--- src/rtl/sdi_pkg.sv ---
// Shared constants, state encoding and word helpers for the SDI raster sequencer.
package sdi_pkg;

  // Element [0] is sent first.
  localparam logic [2:0][9:0] TRS_PREAMBLE = {10'h000, 10'h000, 10'h3FF};
  localparam logic [9:0] FILL_CB = 10'h200;
  localparam logic [9:0] FILL_Y  = 10'h040;
  localparam logic [9:0] CLIP_LO = 10'h004;
  localparam logic [9:0] CLIP_HI = 10'h3FB;
  localparam int         TRS_WORDS = 4;

  typedef enum logic [2:0] {
    ST_IDLE,
    ST_EAV,
    ST_HBLANK,
    ST_SAV,
    ST_ACTIVE
  } state_t;

  function automatic logic [9:0] xyz(input logic f, input logic v, input logic h);
    return {1'b1, f, v, h, v ^ h, f ^ h, f ^ v, f ^ v ^ h, 2'b00};
  endfunction

  function automatic logic [9:0] fill_word(input logic odd);
    return odd ? FILL_Y : FILL_CB;
  endfunction

  // Keeps video out of the 000-003 / 3FC-3FF ranges reserved for TRS.
  function automatic logic [9:0] clip(input logic [9:0] d);
    if (d < CLIP_LO) return CLIP_LO;
    if (d > CLIP_HI) return CLIP_HI;
    return d;
  endfunction

endpackage

--- src/rtl/sdi_trs_xyz_gen.sv ---
// Combinational TRS status word (XYZ) with protection bits from F/V/H.
// Zero latency; no flow control.
module sdi_trs_xyz_gen
  import sdi_pkg::*;
(
  input  logic       f,
  input  logic       v,
  input  logic       h,
  output logic [9:0] xyz_word
);

  assign xyz_word = xyz(f, v, h);

endmodule

--- src/rtl/sdi_tx_line_sequencer.sv ---
// Raster sequencer EAV/HBLANK/SAV/ACTIVE feeding custom_sdi_tx; one word per clk, 1-cycle latency.
// Backpressure: ready outputs decode only state and V; missing video is replaced by fill.
module sdi_tx_line_sequencer
  import sdi_pkg::*;
#(
  parameter int ACTIVE_WORDS = 1440,
  parameter int BLANK_WORDS  = 268,
  parameter int LINES        = 525,
  parameter int VBLANK_LINES = 20
) (
  input  logic        clk,
  input  logic        reset_n,
  input  logic        enable,
  input  logic [9:0]  vid_data,
  input  logic        vid_valid,
  output logic        vid_ready,
  input  logic [9:0]  anc_data,
  input  logic        anc_valid,
  output logic        anc_ready,
  output logic [9:0]  tx_datain,
  output logic        tx_datain_valid,
  output logic [10:0] line_count,
  output logic        frame_start,
  output logic        underflow,
  input  logic        clear_underflow
);

  localparam int MAXW_AB = (ACTIVE_WORDS > BLANK_WORDS) ? ACTIVE_WORDS : BLANK_WORDS;
  localparam int MAXW    = (MAXW_AB > TRS_WORDS) ? MAXW_AB : TRS_WORDS;
  localparam int CW      = $clog2(MAXW);

  localparam logic [CW-1:0] LAST_ACT   = CW'(ACTIVE_WORDS - 1);
  localparam logic [CW-1:0] LAST_BLANK = CW'(BLANK_WORDS - 1);
  localparam logic [CW-1:0] LAST_TRS   = CW'(TRS_WORDS - 1);
  localparam logic [10:0]   LAST_LINE  = 11'(LINES - 1);
  localparam logic [10:0]   VBL        = 11'(VBLANK_LINES);

  state_t        state;
  logic [CW-1:0] cnt;
  logic          restart;
  logic          v_blank;
  logic [9:0]    xyz_w;
  logic [10:0]   next_line;

  assign v_blank   = (line_count < VBL);
  assign vid_ready = (state == ST_ACTIVE) && !v_blank;
  assign anc_ready = (state == ST_HBLANK);
  assign next_line = (restart || line_count == LAST_LINE) ? 11'd0 : line_count + 11'd1;

  sdi_trs_xyz_gen u_xyz (
    .f        (1'b0),
    .v        (v_blank),
    .h        (state == ST_EAV),
    .xyz_word (xyz_w)
  );

  always_ff @(posedge clk or negedge reset_n) begin
    if (!reset_n) begin
      state           <= ST_IDLE;
      cnt             <= '0;
      restart         <= 1'b0;
      tx_datain       <= '0;
      tx_datain_valid <= 1'b0;
      line_count      <= '0;
      frame_start     <= 1'b0;
      underflow       <= 1'b0;
    end else begin
      frame_start <= 1'b0;
      if (clear_underflow)
        underflow <= 1'b0;
      else if (state == ST_ACTIVE && !v_blank && !vid_valid)
        underflow <= 1'b1;

      case (state)
        ST_IDLE: begin
          tx_datain       <= '0;
          tx_datain_valid <= 1'b0;
          cnt             <= '0;
          if (enable) begin
            state   <= ST_EAV;
            restart <= 1'b1;
          end
        end
        ST_EAV, ST_SAV: begin
          tx_datain_valid <= 1'b1;
          tx_datain       <= (cnt[1:0] == 2'd3) ? xyz_w : TRS_PREAMBLE[cnt[1:0]];
          // Line advances with the first EAV word so V/H of this EAV reflect the new line.
          if (state == ST_EAV && cnt == '0) begin
            line_count  <= next_line;
            frame_start <= (next_line == 11'd0);
            restart     <= 1'b0;
          end
          if (cnt == LAST_TRS) begin
            state <= (state == ST_EAV) ? ST_HBLANK : ST_ACTIVE;
            cnt   <= '0;
          end else begin
            cnt <= cnt + 1'b1;
          end
        end
        ST_HBLANK: begin
          tx_datain_valid <= 1'b1;
          tx_datain       <= anc_valid ? anc_data : fill_word(cnt[0]);
          if (cnt == LAST_BLANK) begin
            state <= ST_SAV;
            cnt   <= '0;
          end else begin
            cnt <= cnt + 1'b1;
          end
        end
        ST_ACTIVE: begin
          tx_datain_valid <= 1'b1;
          tx_datain       <= (!v_blank && vid_valid) ? clip(vid_data) : fill_word(cnt[0]);
          if (cnt == LAST_ACT) begin
            state <= enable ? ST_EAV : ST_IDLE;
            cnt   <= '0;
          end else begin
            cnt <= cnt + 1'b1;
          end
        end
        default: begin
          state <= ST_IDLE;
          cnt   <= '0;
        end
      endcase
    end
  end

endmodule

--- config.mk ---
export PLATFORM = sky130hd
export DESIGN_NAME = sdi_tx_line_sequencer
export DESIGN_NICKNAME = d
export VERILOG_FILES = /design/src/rtl/sdi_pkg.sv /design/src/rtl/sdi_trs_xyz_gen.sv /design/src/rtl/sdi_tx_line_sequencer.sv
export SDC_FILE = /design/constraint.sdc
export NUM_CORES = 1
export LEC_CHECK = 0
export CAP_MARGIN = 0
export CORE_MARGIN = 1.5
export CORE_UTILIZATION = 29
export CTS_BUF_LIST = sky130_fd_sc_hd__clkbuf_4 sky130_fd_sc_hd__clkbuf_8 sky130_fd_sc_hd__clkbuf_16
export CTS_CLUSTER_SIZE = 25
export DETAILED_ROUTE_END_ITERATION = 8
export GPL_TIMING_DRIVEN = 0
export MAX_ROUTING_LAYER = met4
export SETUP_SLACK_MARGIN = 0.02
export SLEW_MARGIN = 20
export SYNTH_ARGS = -nofsm -noshare
export SYNTH_HDL_FRONTEND = slang
export SYNTH_SLANG_ARGS = --single-unit
--- constraint.sdc ---
create_clock -name clk -period 2.75 [get_ports clk]
set_input_delay 0.4125 -clock clk [delete_from_list [all_inputs] [get_ports clk]]
set_output_delay 0.4125 -clock clk [all_outputs]
set_load 0.03 [all_outputs]
; After elaboration in Yosys (flattened, before gate mapping)
; Cells that the tools add are included.
[totals]
word_cells = 84
register_bits = 39
out_inout_bits = 26
input_bits = 26
[classes]
n_eq_ne = 14
n_addsub = 2
n_mux = 36
n_bitwise = 1
order_cmp = 4
reduce_logical = 19
[op_table]
columns = cell, count
row1 = 10-bit two-way mux, 9
row2 = 11-bit two-way mux, 4
row3 = 10-bit case mux with 4 select lines, 1
row4 = 11-bit case mux with 3 select lines, 1
row5 = "11-bit by 1-bit adder with 11-bit output, second input constant", 2
row6 = 11-bit logical NOT, 2
row7 = 10-bit binary-select mux with 2-bit select, 1
row8 = 3-bit two-way mux, 5
row9 = 1-bit two-way mux, 12
row10 = 3-bit case mux with 4 select lines, 1
row11 = "11-bit by 10-bit == test with 1-bit output, second input constant", 1
row12 = "11-bit == test, second input constant", 1
row13 = "11-bit by 2-bit == test with 1-bit output, second input constant", 1
row14 = "11-bit by 9-bit == test with 1-bit output, second input constant", 1
row15 = "11-bit by 5-bit less-than comparator with 1-bit output, second input constant", 1
row16 = "10-bit greater-than comparator, second input constant", 1
row17 = "10-bit by 3-bit less-than comparator with 1-bit output, second input constant", 1
row18 = "3-bit by 2-bit == test with 1-bit output, second input constant", 2
row19 = "2-bit inequality test, second input constant", 3
row20 = 2-bit nonzero test, 3
row21 = 1-bit logical AND, 4
row22 = "2-bit by 1-bit inequality test with 1-bit output, second input constant", 2
row23 = 1-bit case mux with 2 select lines, 2
row24 = 4-bit AND reduction, 1
row25 = other kinds (13), 14

; Longest topological paths before layout
[depth]
ltp_word = 9
depth_mapped = 8
ltp_nobuf = 7

; Hierarchy
; A second synthesis with hierarchy kept.
[unflattened]
cells_unflattened = 289
hier_area_um2 = 2456.1
[modules_own_cells]
columns = mod, area_each_um2, seq_area_each_um2, cells_per_inst, n_inst
row1 = sdi_tx_line_sequencer, 2353.5, 975.9, 277, 1
row2 = sdi_trs_xyz_gen, 102.6, 0.0, 12, 1

; Worst setup path before layout
; Ideal clock, no wire load.
[synth_timing]
path_type = register -> register
startpoint = reg line_count[7]
endpoint = reg line_count[8]
t_arrival_ns = 2.111
synth_period_minus_slack_ns = 2.252
setup_slack_ns = 0.498
path_stages_with_launch = 8
setup_time_ns = 0.141
t_required_ns = 2.609
path_buffers = 2
path_cell_list = dfrtp_1 buf_6 or4_4 o41ai_4 inv_2 nand2b_1 buf_4 o31ai_1
[synth_between]
elab_chain_cells = 3
elab_cells_between_ends = 4
classes_between = add/sub: 1 / eq/ne: 1 / mux: 1 / reduce/logical: 1
[synth_lines]
columns = element, line_no
row1 = from (decl), sdi_tx_line_sequencer.sv:22  ; output logic [10:0] line_count,
row2 = from (signal assigned), sdi_tx_line_sequencer.sv:89  ; line_count <= next_line;
row3 = branches (longest 2 deep; another with 11-bit by 1-bit adder with 11-bit output), n/a
row4 = 11-bit two-way mux *, sdi_tx_line_sequencer.sv:48  ; assign next_line = (restart || line_count == LAST_LINE) ? 11'd0 : line_count + 11'd1;
; Mark *: on every way between the ends.
; A chain may end at the register's enable or synchronous reset.

; Worst setup path in the final report
[layout_timing]
startpoint = reg state[1]
endpoint = out anc_ready
[layout_between]
elab_chain_cells = 1
[layout_lines]
columns = element, line_no
row1 = from (decl), sdi_tx_line_sequencer.sv:38  ; state_t state;
row2 = from (signal assigned), sdi_tx_line_sequencer.sv:94  ; state <= (state == ST_EAV) ? ST_HBLANK : ST_ACTIVE;
row3 = from (signal assigned), sdi_tx_line_sequencer.sv:114  ; state <= enable ? ST_EAV : ST_IDLE;
row4 = 3-bit by 2-bit == test with 1-bit output, sdi_tx_line_sequencer.sv:47  ; assign anc_ready = (state == ST_HBLANK);
row5 = to (decl), sdi_tx_line_sequencer.sv:19  ; output logic anc_ready,
; Every way passes these cells.

==> metrics.md <==
| Metric | Value |
|---|---|
| Hold Crit Class | `input port to asynchronous set/reset pin` |
| Fin crit share | `93.3%` |
| Syn Nets | `286` |
| Most common cell after layout, fill and taps aside | `clkdlybuf4s50_1` |
| Met1 Wirelength | `2770 um` |
| Part of the Yosys area used for sequential elements | `42.7%` |
| GRT Total Usage | `15.0%` |
| Largest net degree at the start of global routing | `27` |
| Layout cells sized above 1 | `6.94%` |
| Met2 wire len | `2720 um` |
| DRT Wirelength | `5840 um` |
| Antenna Nets Post-Route | `0` |
| Slew Viols, Final | `0` |
| H-tree levels | `2` |
| Max-cap violation count | `0` |
| Clock network fraction of design power | `16.8%` |
| WS Path Type | `flip-flop to primary output` |
| Fillers | `790` |
| Die Y | `91.8 um` |
| Post-DR vias/cell | `5.09` |
| # DRC | `0` |
| R2r setup slk | `370 ps` |
| IO Count | `52` |
| Die W | `91.8 um` |
| Routed wl met3 | `290 um` |
| CTS Hold Bufs | `0` |
| Drt wl/cell | `13.9 um` |
| Worst path max stage delay | `740 ps` |
| Sw Ratio | `43.0%` |
| Worst Max-Slew Pin Slew | `683 ps` |
| Slowest stage cell, crit path | `clkdlybuf4s50_1` |
| P&R area growth vs syn | `33.6%` |
| Core Area | `0.00769 mm^2` |
| Maximum vdd drop | `0.265 mV` |
| Int Power | `1510 uW` |
| Total global routing overflow | `0` |
| Fraction of registers with async set/reset | `100%` |
| Antenna violations before repair | `0` |
| Syn Area/Cell | `8.93 um^2` |
| Top_reg_cell synth | `dfrtp_1` |
| Critical path capture point type | `primary output` |
| Port buffer count | `51` |
| Final setup vio count | `0` |
| Clock Latency Late Sink | `300 ps` |
| Yosys cell types | `45` |
| Cells after Synth | `256` |
| Leak pwr | `0.00123 uW` |
| Root Driver | `clkbuf_8` |
| Power per cell area | `866 mW/mm^2` |
| Comb pwr share | `52.3%` |
| Clock sink count | `39` |
| Detailed placement HPWL | `4200 um` |
| Final min period | `2570 ps` |
| Post-synth EDFFs | `0` |
| Final net count | `346` |
| Sum Neg Setup Slack | `0 ps` |
| First-pass DRT Iterations | `4` |
| Die area | `0.00843 mm^2` |
| Ys Warns | `0` |
| Rel. slew slack | `54.3%` |
| Worst path required time | `2340 ps` |
| Drt first-iter violations | `193` |
| Worst setup SP type | `flip-flop` |
| Site row count | `32` |
| ANT cells | `0` |
| Routability cong. | `0.814` |
| CTS Buf Count | `5` |
| R2R Path Start | `line_count[7]` |
| Overall Power | `2650 uW` |
| Outcome | `complete, no violations` |
| Area of the multi-input gates | `0.00121 mm^2` |
| Mapped Area | `0.00229 mm^2` |
| Reg area | `976 um^2` |
| Top Metal Used | `met4` |
| Synthesis-stage register bit count | `39` |
| Vias in the first global route | `2,023` |
| Crit path DAT | `2150 ps` |
| Unrepaired setup endpoints after global routing | `false` |
| Critical path cell sequence | `clkbuf_1 -> nand2b_1 -> nor2_2 -> clkdlybuf4s50_1` |
| Setup Skew | `7.81 ps` |
| Clock transition at path regs | `80 ps` |
| FMAX | `0.390 GHz` |
| Terminus of the critical flop-to-flop path | `line_count[8]` |
| Reg2reg path depth | `7` |
| Sequential share of power | `30.9%` |
| Crit Path Max Fanout | `10` |
| Most frequent cells in the layout | `clkdlybuf4s50_1 (49), dfrtp_1 (39), nor2_1 (28), nand2_1 (25), o21ai_0 (20)` |
| CTS max path bufs | `2` |
| CTS tree | `done` |
| First-pass GRT wire length | `9890 um` |
| Sw Pwr | `1140 uW` |
| Initial Utilization | `29.8%` |
| Final Hold Viols | `0` |
| Total number of vias | `2,132` |
## power groups by stage
| stage | clock network (uW) | logic (uW) | registers (uW) |
|---|---|---|---|
| 2_1_floorplan | 0 | 710 | 1010 |
| 5_1_grt | 490 | 1530 | 840 |
| 6_report | 445 | 1390 | 817 |
| 3_5_place_dp | 0 | 1370 | 830 |
| 3_3_place_gp | 0 | 1350 | 826 |
| 4_1_cts | 463 | 1380 | 819 |
## worst max-delay path, delay by kind of cell, from the launching register on
kind                   cells  cell delay, ps
buffers and inverters      2            1100
and+or+nand+nor            2             440
DFF                        1             320
## stage by stage
step / util, % / instances / instance area [um^2] / hold slack (ps) / setup slack (ps)
global placement: 38.1 / 409 / 2930 / 483 / 150
global route: 39.8 / 419 / 3060 / 24.8 / 44.7
CTS: 39.6 / 418 / 3040 / 10.8 / 36.6
detailed placement: 38.2 / 410 / 2940 / 338 / 127
floorplan: - / 256 / 2290 / 117 / 498
finish: 39.8 / 419 / 3060 / 8.51 / 185
## final cells by class
cell class              count  area share (%)
repair buffers             53            17.3
multi-input cells         192            39.7
flip-flops and latches     39            31.9
clock buffers               8            3.40
plain buffers              15            2.33
inverters                  10            1.23
well taps                 102            4.18
## timing repair
| action | 4_1_cts | 5_1_grt |
|---|---|---|
| gates resized for setup | 1 | 4 |
| gates cloned | 0 | 0 |
| endpoints found under the hold margin | 0 | 0 |
| setup endpoints to repair | 1 | 5 |
| setup buffers | 0 | 1 |
| pin swaps | 0 | 1 |
## how the worst max path moves through the flow
stage,startpoint,end,slack [ps],cells after the start
5_1_grt,state[1],anc_ready,40,4
2_1_floorplan,line_count[7],line_count[8],500,7
4_1_cts,line_count[7],vid_ready,40,5
6_report,state[1],anc_ready,180,4
3_3_place_gp,line_count[7],vid_ready,150,5
3_5_place_dp,line_count[7],vid_ready,130,5
## synth_stat cells, types with 2 or more instances
cell type,count,share of area (%)
nor4_1,3,0.82
o41ai_1,2,0.77
mux2i_1,3,1.3
nor2_1,29,4.8
nor3_1,7,1.5
dfrtp_1,39,43
a221oi_1,2,0.77
o21ai_0,20,4.4
and3_1,3,0.82
and2_1,2,0.55
a221o_1,2,0.88
a21oi_1,10,2.2
xor2_1,8,3.1
nor2b_1,5,1.4
nand3_1,7,1.5
nor3b_1,2,0.66
inv_1,9,1.5
o31ai_1,7,2.3
buf_4,2,0.66
o21ai_1,2,0.44
clkbuf_1,12,2.0
a222oi_1,7,3.1
xnor2_1,4,1.5
a31oi_1,4,1.1
ha_1,4,2.2
nand2b_1,9,2.5
nand2_1,25,4.1
nand4_1,10,2.7
## state kept, by name (all words and copies together), names as in the netlist
register and count:
cnt 11, frame_start 1, line_count 11, restart 1
state 3, tx_datain 10, tx_datain_valid 1, underflow 1
## routing by layer
layer  vias up  GRT usage [%]
li1       1047              -
met1      1026           19.5
met3         5           3.23
met4         0           4.23
met2        54           23.6
met5         -              -
## cell families (layout without fill, tap and decap cells)
logic type,Yosys count,in the layout,synth area share (%)
AND/OR/NAND/NOR,109,109,24.7
AO/OA/AOI/OAI,64,64,19.8
flip-flops,39,39,42.7
buffers and inverters,25,86,4.76
XOR/XNOR,12,12,4.60
adder cells (fa/ha/maj),4,4,2.19
multiplexers,3,3,1.31
Note: power is estimated with default switching activity, not from simulation.
==> patch 1, RTL diff (same flow settings) <==
`BLANK_WORDS`: 268 -> 536.
--- a/src/rtl/sdi_tx_line_sequencer.sv
+++ b/src/rtl/sdi_tx_line_sequencer.sv
@@ -5,5 +5,5 @@
 #(
   parameter int ACTIVE_WORDS = 1440,
-  parameter int BLANK_WORDS  = 268,
+  parameter int BLANK_WORDS  = 536,
   parameter int LINES        = 525,
   parameter int VBLANK_LINES = 20
Function: no difference found for any inputs over 10 cycles, from zero or initial values and one cycle with reset_n low; that may be too few to reach the edited logic, so the function may still have changed.
==> patch 1 against the unedited design <==
- design area is 3.3% higher
- cell count increased by 4.1%
- global-route usage increased by 0.67 points
- setup slack got worse by 0.011 ns
- wire length up 12%
- total power is 7.7% higher
- synthesized area is 4.5% higher
- worst hold slack gained 0.0016 ns
- core utilization increased by 0.48 points
- register-to-register slack lost 0.09 ns
- sequential cell count did not move
- critical path depth unchanged
- non-clock buffer count down 1
- critical path type unchanged
- highest routed layer unchanged
==> patch 1: results (changes against the unedited design) <==
| Metric | Value |
|---|---|
| Root Buffer Master | `clkbuf_8` |
| Slew headroom | `47.3% (-7.0 points)` |
| CP arrival | `2.16 ns` |
| Routing usage on met1 | `20.7% (+1.2 points)` |
| Async S/R FF share, synth | `100% (unchanged)` |
| Layout cells sized above 1 | `5.99% (-0.95 points)` |
| HPWL Detailed | `4.87 mm (+16%)` |
| Crit path max-delay family | `buffers and inverters` |
| Gpl congestion | `0.869 (+6.8%)` |
| Worst-path clk slew | `0.08 ns (about the same)` |
| R2r endpoint | `tx_datain[1]` |
| Nets@finish | `363 (+4.9%)` |
| Slew Viols, Final | `0 (unchanged)` |
| Initial antenna violation count | `0 (unchanged)` |
| Hold_ws | `0.0101 ns (+0.00158 ns)` |
| Critical Path Fanout Max | `7 (-3)` |
| Top FF cell, synth | `dfrtp_1` |
| Largest stage delay, worst path | `0.69 ns (-0.05 ns)` |
| Met3 wire len | `229 µm (-21%)` |
| Area of the multi-input gates | `1310 µm² (+8.2%)` |
| Highest routed layer | `met4` |
| Setup ws final | `0.174 ns (-0.0107 ns)` |
| First-pass GRT wire length | `10.5 mm (+6.6%)` |
| Final WL | `6.52 mm (+12%)` |
| VDD IR max | `0.320 mV (+21%)` |
| Iter 0 DRT Violations | `85 (-56%)` |
| Status | `finished, final reports clean` |
| Sequential share of the synthesized area | `40.8% (-1.9 points)` |
| Fillers | `813 (+2.9%)` |
| Syn_nets | `304 (+6.3%)` |
| Synth unique cells | `49 (+8.9%)` |
| Placed insts | `427 (+4.1%)` |
| Port-buffer cells | `50 (-2.0%)` |
| Met3 Usage GRT | `3.32% (+0.083 points)` |
| Synth top cells by count | `dfrtp_1 (39), nor2_1 (31), nand2_1 (30), o21ai_0 (20), nand3_1 (13)` |
| Place WS | `0.192 ns (+0.0653 ns)` |
| Reg2Reg Depth | `6 (-1)` |
| Met2 Wirelength | `3.10 mm (+14%)` |
| H-tree lvl count | `2 (unchanged)` |
| Setup skew after layout | `0.0106 ns (+0.00280 ns)` |
| Launch point of the worst reg-to-reg path | `state[1]` |
| Met2 global-route usage | `23.7% (+0.040 points)` |
| Critical path type | `reg -> out` |
| Slowest cell on crit path | `clkdlybuf4s50_1` |
| Via count | `2315 (+8.6%)` |
| Metal1 wirelength | `3.10 mm (+12%)` |
| Pleak | `1.28 nW (+3.7%)` |
| Routed WL per cell | `15.0 µm (+7.3%)` |
| Total GRT Usage | `15.7% (+0.67 points)` |
| Avg Cell Area, Syn | `8.73 µm² (-2.3%)` |
| Vias in the first global route | `2132 (+5.4%)` |
| Reg2Reg Setup Slack | `0.28 ns (-0.09 ns)` |
| Synth area leaders | `dfrtp_1 (41%), nor2_1 (4.9%), nand2_1 (4.7%), o21ai_0 (4.2%), a32o_1 (2.9%)` |
| Net switching power | `1.26 mW (+10%)` |
| Post-Place Cell Area | `3030 µm² (+3.2%)` |
[patch 1: changes by cell type after synthesis, moves of 4 or more]
cell      unedited run  this run
a32oi_1              0         5
nand4_1             10         6
a222oi_1             7         0
a32o_1               0         7
nand3_1              7        13
nand2_1             25        30
[patch 1: repair_timing]
| item | CTS | global route |
|---|---|---|
| hold buffers | 0 | 0 |
| gates resized for setup | 1 | 0 |
| hold endpoints to repair | 0 | 0 |
| pin swaps | 0 | 1 |
| setup buffers | 0 | 1 |
| setup endpoints to repair | 1 | 3 |
[patch 1: how the worst max path moves through the flow]
stage / from / end / depth (start not counted)
3_5_place_dp: line_count[5] / vid_ready / 5
4_1_cts: line_count[5] / vid_ready / 5
6_report: state[0] / anc_ready / 4
5_1_grt: state[1] / tx_datain[1] / 6
3_3_place_gp: reset_n / tx_datain[2] / 1
2_1_floorplan: line_count[5] / line_count[0] / 7
[patch 1: cell type report]
| type | count | share of cell area (%) |
|---|---|---|
| timing repair buffer | 52 | 16.5 |
| clock inverter | 2 | 1.11 |
| buffer | 15 | 2.10 |
| sequential | 39 | 30.9 |
| clock buffer | 6 | 2.61 |
| inverter | 10 | 1.19 |
| tap | 102 | 4.04 |
| multi-input combinational | 210 | 41.5 |
[patch 1: power by group through the flow]
stage	clock [mW]	combinational, mW	sequential, mW
finish	0.516	1.48	0.857
global route	0.541	1.63	0.881
CTS	0.526	1.48	0.857
detailed placement	0	1.47	0.869
global placement	0	1.46	0.865
floorplan	0	0.815	1.02
[patch 1: cells by family after synthesis]
family / Yosys count / share of synthesized area [%]
buf+inv: 25 / 4.34
flops: 39 / 40.8
mux: 1 / 0.419
xor+xnor: 13 / 4.76
compound gates: 73 / 22.1
simple gates: 119 / 25.5
fa+ha+maj: 4 / 2.09
==> patch 2, RTL diff (same settings) <==
Made on the original files. Register the output `line_count` once more, without a reset; this adds one clock of latency there. The other outputs are not delayed to match.
--- a/src/rtl/sdi_tx_line_sequencer.sv
+++ b/src/rtl/sdi_tx_line_sequencer.sv
@@ -36,4 +36,6 @@
   localparam logic [10:0]   VBL        = 11'(VBLANK_LINES);
 
+  logic [10:0] line_count_s0;
+
   state_t        state;
   logic [CW-1:0] cnt;
@@ -43,8 +45,8 @@
   logic [10:0]   next_line;
 
-  assign v_blank   = (line_count < VBL);
+  assign v_blank   = (line_count_s0 < VBL);
   assign vid_ready = (state == ST_ACTIVE) && !v_blank;
   assign anc_ready = (state == ST_HBLANK);
-  assign next_line = (restart || line_count == LAST_LINE) ? 11'd0 : line_count + 11'd1;
+  assign next_line = (restart || line_count_s0 == LAST_LINE) ? 11'd0 : line_count_s0 + 11'd1;
 
   sdi_trs_xyz_gen u_xyz (
@@ -62,5 +64,5 @@
       tx_datain       <= '0;
       tx_datain_valid <= 1'b0;
-      line_count      <= '0;
+      line_count_s0   <= '0;
       frame_start     <= 1'b0;
       underflow       <= 1'b0;
@@ -87,5 +89,5 @@
           // Line advances with the first EAV word so V/H of this EAV reflect the new line.
           if (state == ST_EAV && cnt == '0) begin
-            line_count  <= next_line;
+            line_count_s0 <= next_line;
             frame_start <= (next_line == 11'd0);
             restart     <= 1'b0;
@@ -126,4 +128,8 @@
   end
 
+  always_ff @(posedge clk) begin
+    line_count <= line_count_s0;
+  end
+
 endmodule
 
Behaviour: same outputs for any inputs over 10 cycles, from zero or initial values and one cycle with reset_n low; that may be too few to reach the edited logic, so the function may still have changed.
==> patch 2 against the unedited design <==
- global-route usage is 0.43 points lower
- critical path type unchanged
- synthesized area up 9.8%
- wire length grew 3.6%
- critical endpoint is now vid_ready
- largest cell class unchanged
- setup slack better by 0.010 ns
- sequential cell count is 11 higher
- design area rose by 7.8%
- total power up 11%
==> patch 2: results (changes against the unedited design) <==
| Metric | Value |
|---|---|
| Layout cells sized above 1 | `6.06% (-0.88 points)` |
| Hold endpoint | `line_count[2]` |
| Setup skew after layout | `0.0144 ns (+0.00657 ns)` |
| Routed WL per cell | `13.9 µm (-0.22%)` |
| Num CTS Buffers | `5 (unchanged)` |
| Critical Path Fanout Max | `10 (unchanged)` |
| HPWL Detailed | `4.40 mm (+4.6%)` |
| Gpl congestion | `0.853 (+4.8%)` |
| Nets@finish | `359 (+3.8%)` |
| Reg2Reg Setup Slack | `0.26 ns (-0.11 ns)` |
| Top FF cell, synth | `dfrtp_1` |
| TritonRoute pass-1 iters | `4 (unchanged)` |
| H-tree lvl count | `2 (unchanged)` |
| CP arrival | `2.14 ns` |
| Synth unique cells | `47 (+4.4%)` |
| Post-Place Cell Area | `3170 µm² (+7.8%)` |
| Initial antenna violation count | `0 (unchanged)` |
| Sequential share of the synthesized area | `47.6% (+4.9 points)` |
| Largest net degree at the start of global routing | `32 (+19%)` |
| Crit path max-delay family | `simple AND/OR/NAND/NOR gates` |
| Total GRT Usage | `14.6% (-0.43 points)` |
| R2r endpoint | `cnt[5]` |
| Slowest cell on crit path | `or4_4` |
| Status | `finished, final reports clean` |
| Root Buffer Master | `clkbuf_8` |
| Launch point of the worst reg-to-reg path | `cnt[0]` |
| Final Hold Vio Count | `0 (unchanged)` |
| Hold depth | `0` |
| Largest stage delay, worst path | `0.55 ns (-0.19 ns)` |
| Slew @ Worst Pin | `0.833 ns (+0.150 ns)` |
| YS warnings | `0 (unchanged)` |
| Pleak | `1.35 nW (+9.7%)` |
| VDD IR max | `0.251 mV (-5.3%)` |
| Reg2Reg Depth | `7 (unchanged)` |
| Hold path start | `line_count_s0[2]` |
| Maximum clock path buffer count | `2 (unchanged)` |
| First-pass GRT wire length | `10.1 mm (+2.6%)` |
| Fillers | `822 (+4.1%)` |
| Vias per std cell | `5.08 (-0.24%)` |
| Worst Hold Class | `reg -> reg` |
| Syn_nets | `299 (+4.5%)` |
| Iter 0 DRT Violations | `202 (+4.7%)` |
| Synth area leaders | `dfrtp_1 (39%), dfxtp_1 (8.8%), nor2_1 (4.3%), o21ai_0 (4.0%), nand2_1 (3.7%)` |
| Port-buffer cells | `51 (unchanged)` |
| Worst-path clk slew | `0.09 ns` |
| Hold_ws | `0.374 ns (+0.366 ns)` |
| Synth top cells by count | `dfrtp_1 (39), nor2_1 (29), nand2_1 (25), o21ai_0 (20), clkbuf_1 (12)` |
| Vias in the first global route | `2167 (+7.1%)` |
| Async S/R FF share, synth | `78.0% (-22 points)` |
| Sw Share | `41.0% (-2.0 points)` |
| Clk_lat worst skew | `0.31 ns` |
| Largest regs | `cnt x11, line_count x11, line_count_s0 x11` |
| # diodes | `0 (unchanged)` |
## patch 2: timing repair
action	4_1_cts	5_1_grt
pin swaps	0	1
endpoints found under the setup margin	1	2
hold endpoints to repair	8	0
buffers inserted	0	1
gates resized for setup	1	0
hold buffers	1	0
## patch 2: per-layer routing
layer  part of all wire, %  vias up  routed length (µm)  global-route usage (%)
li1                      -     1092                   -                       -
met3                   3.2        5                 193                    2.45
met4                   1.1        0                  64                    4.04
met5                     0        -                   0                       -
met2                    47       42                2850                    23.6
met1                    49     1069                2950                    18.8
## patch 2: worst reg2reg max path, stage by stage, from the launching register on
cell and delay, ns:
dfrtp_1 0.44, ha_1 0.17, clkbuf_1 0.36, and4_1 0.31, and3_1 0.20, a31oi_1 0.15, a211oi_2 0.62, nor2_1 0.13
## patch 2: cell families after synthesis
group / count (synthesis) / synth area share [%]
simple gates: 110 / 22.6
compound gates: 66 / 18.5
flops: 50 / 47.6
xor+xnor: 12 / 4.18
buf+inv: 25 / 4.33
mux: 2 / 0.797
fa+ha+maj: 4 / 1.99
## patch 2: final cells by class
| type | instances | area (µm²) | area share [%] |
|---|---|---|---|
| inverter | 10 | 37.5 | 1.14 |
| timing repair buffer | 54 | 542 | 16.4 |
| buffer | 14 | 67.6 | 2.05 |
| sequential | 50 | 1200 | 36.3 |
| multi-input combinational | 194 | 1210 | 36.7 |
| tap | 105 | 131 | 3.99 |
| clock inverter | 3 | 43.8 | 1.33 |
| clock buffer | 5 | 68.8 | 2.09 |
## patch 2: worst max-delay path by stage
stage	start	to	slack [ns]	cells past startpoint
5_1_grt	cnt[0]	cnt[5]	0.04	7
3_3_place_gp	line_count_s0[7]	vid_ready	0.16	5
4_1_cts	line_count_s0[7]	vid_ready	0.05	5
6_report	line_count_s0[7]	vid_ready	0.19	5
2_1_floorplan	line_count_s0[7]	line_count_s0[8]	0.68	7
3_5_place_dp	line_count_s0[7]	vid_ready	0.16	5
## patch 2: stage by stage
step,power (mW),worst slack [ns],std cells
after floorplan,1.93,0.679,269
after detailed placement,2.41,0.164,426
final,2.93,0.195,435
after CTS,2.96,0.0465,435
after global routing,3.15,0.0373,435
after global placement,2.39,0.161,425
## patch 2: power groups by stage
stage / Combinational (mW) / Clock, mW / Sequential (mW)
after detailed placement: 1.39 / 0 / 1.02
after floorplan: 0.730 / 0 / 1.20
after CTS: 1.40 / 0.554 / 1.00
after global placement: 1.38 / 0 / 1.01
after global routing: 1.53 / 0.581 / 1.04
final: 1.38 / 0.536 / 1.02
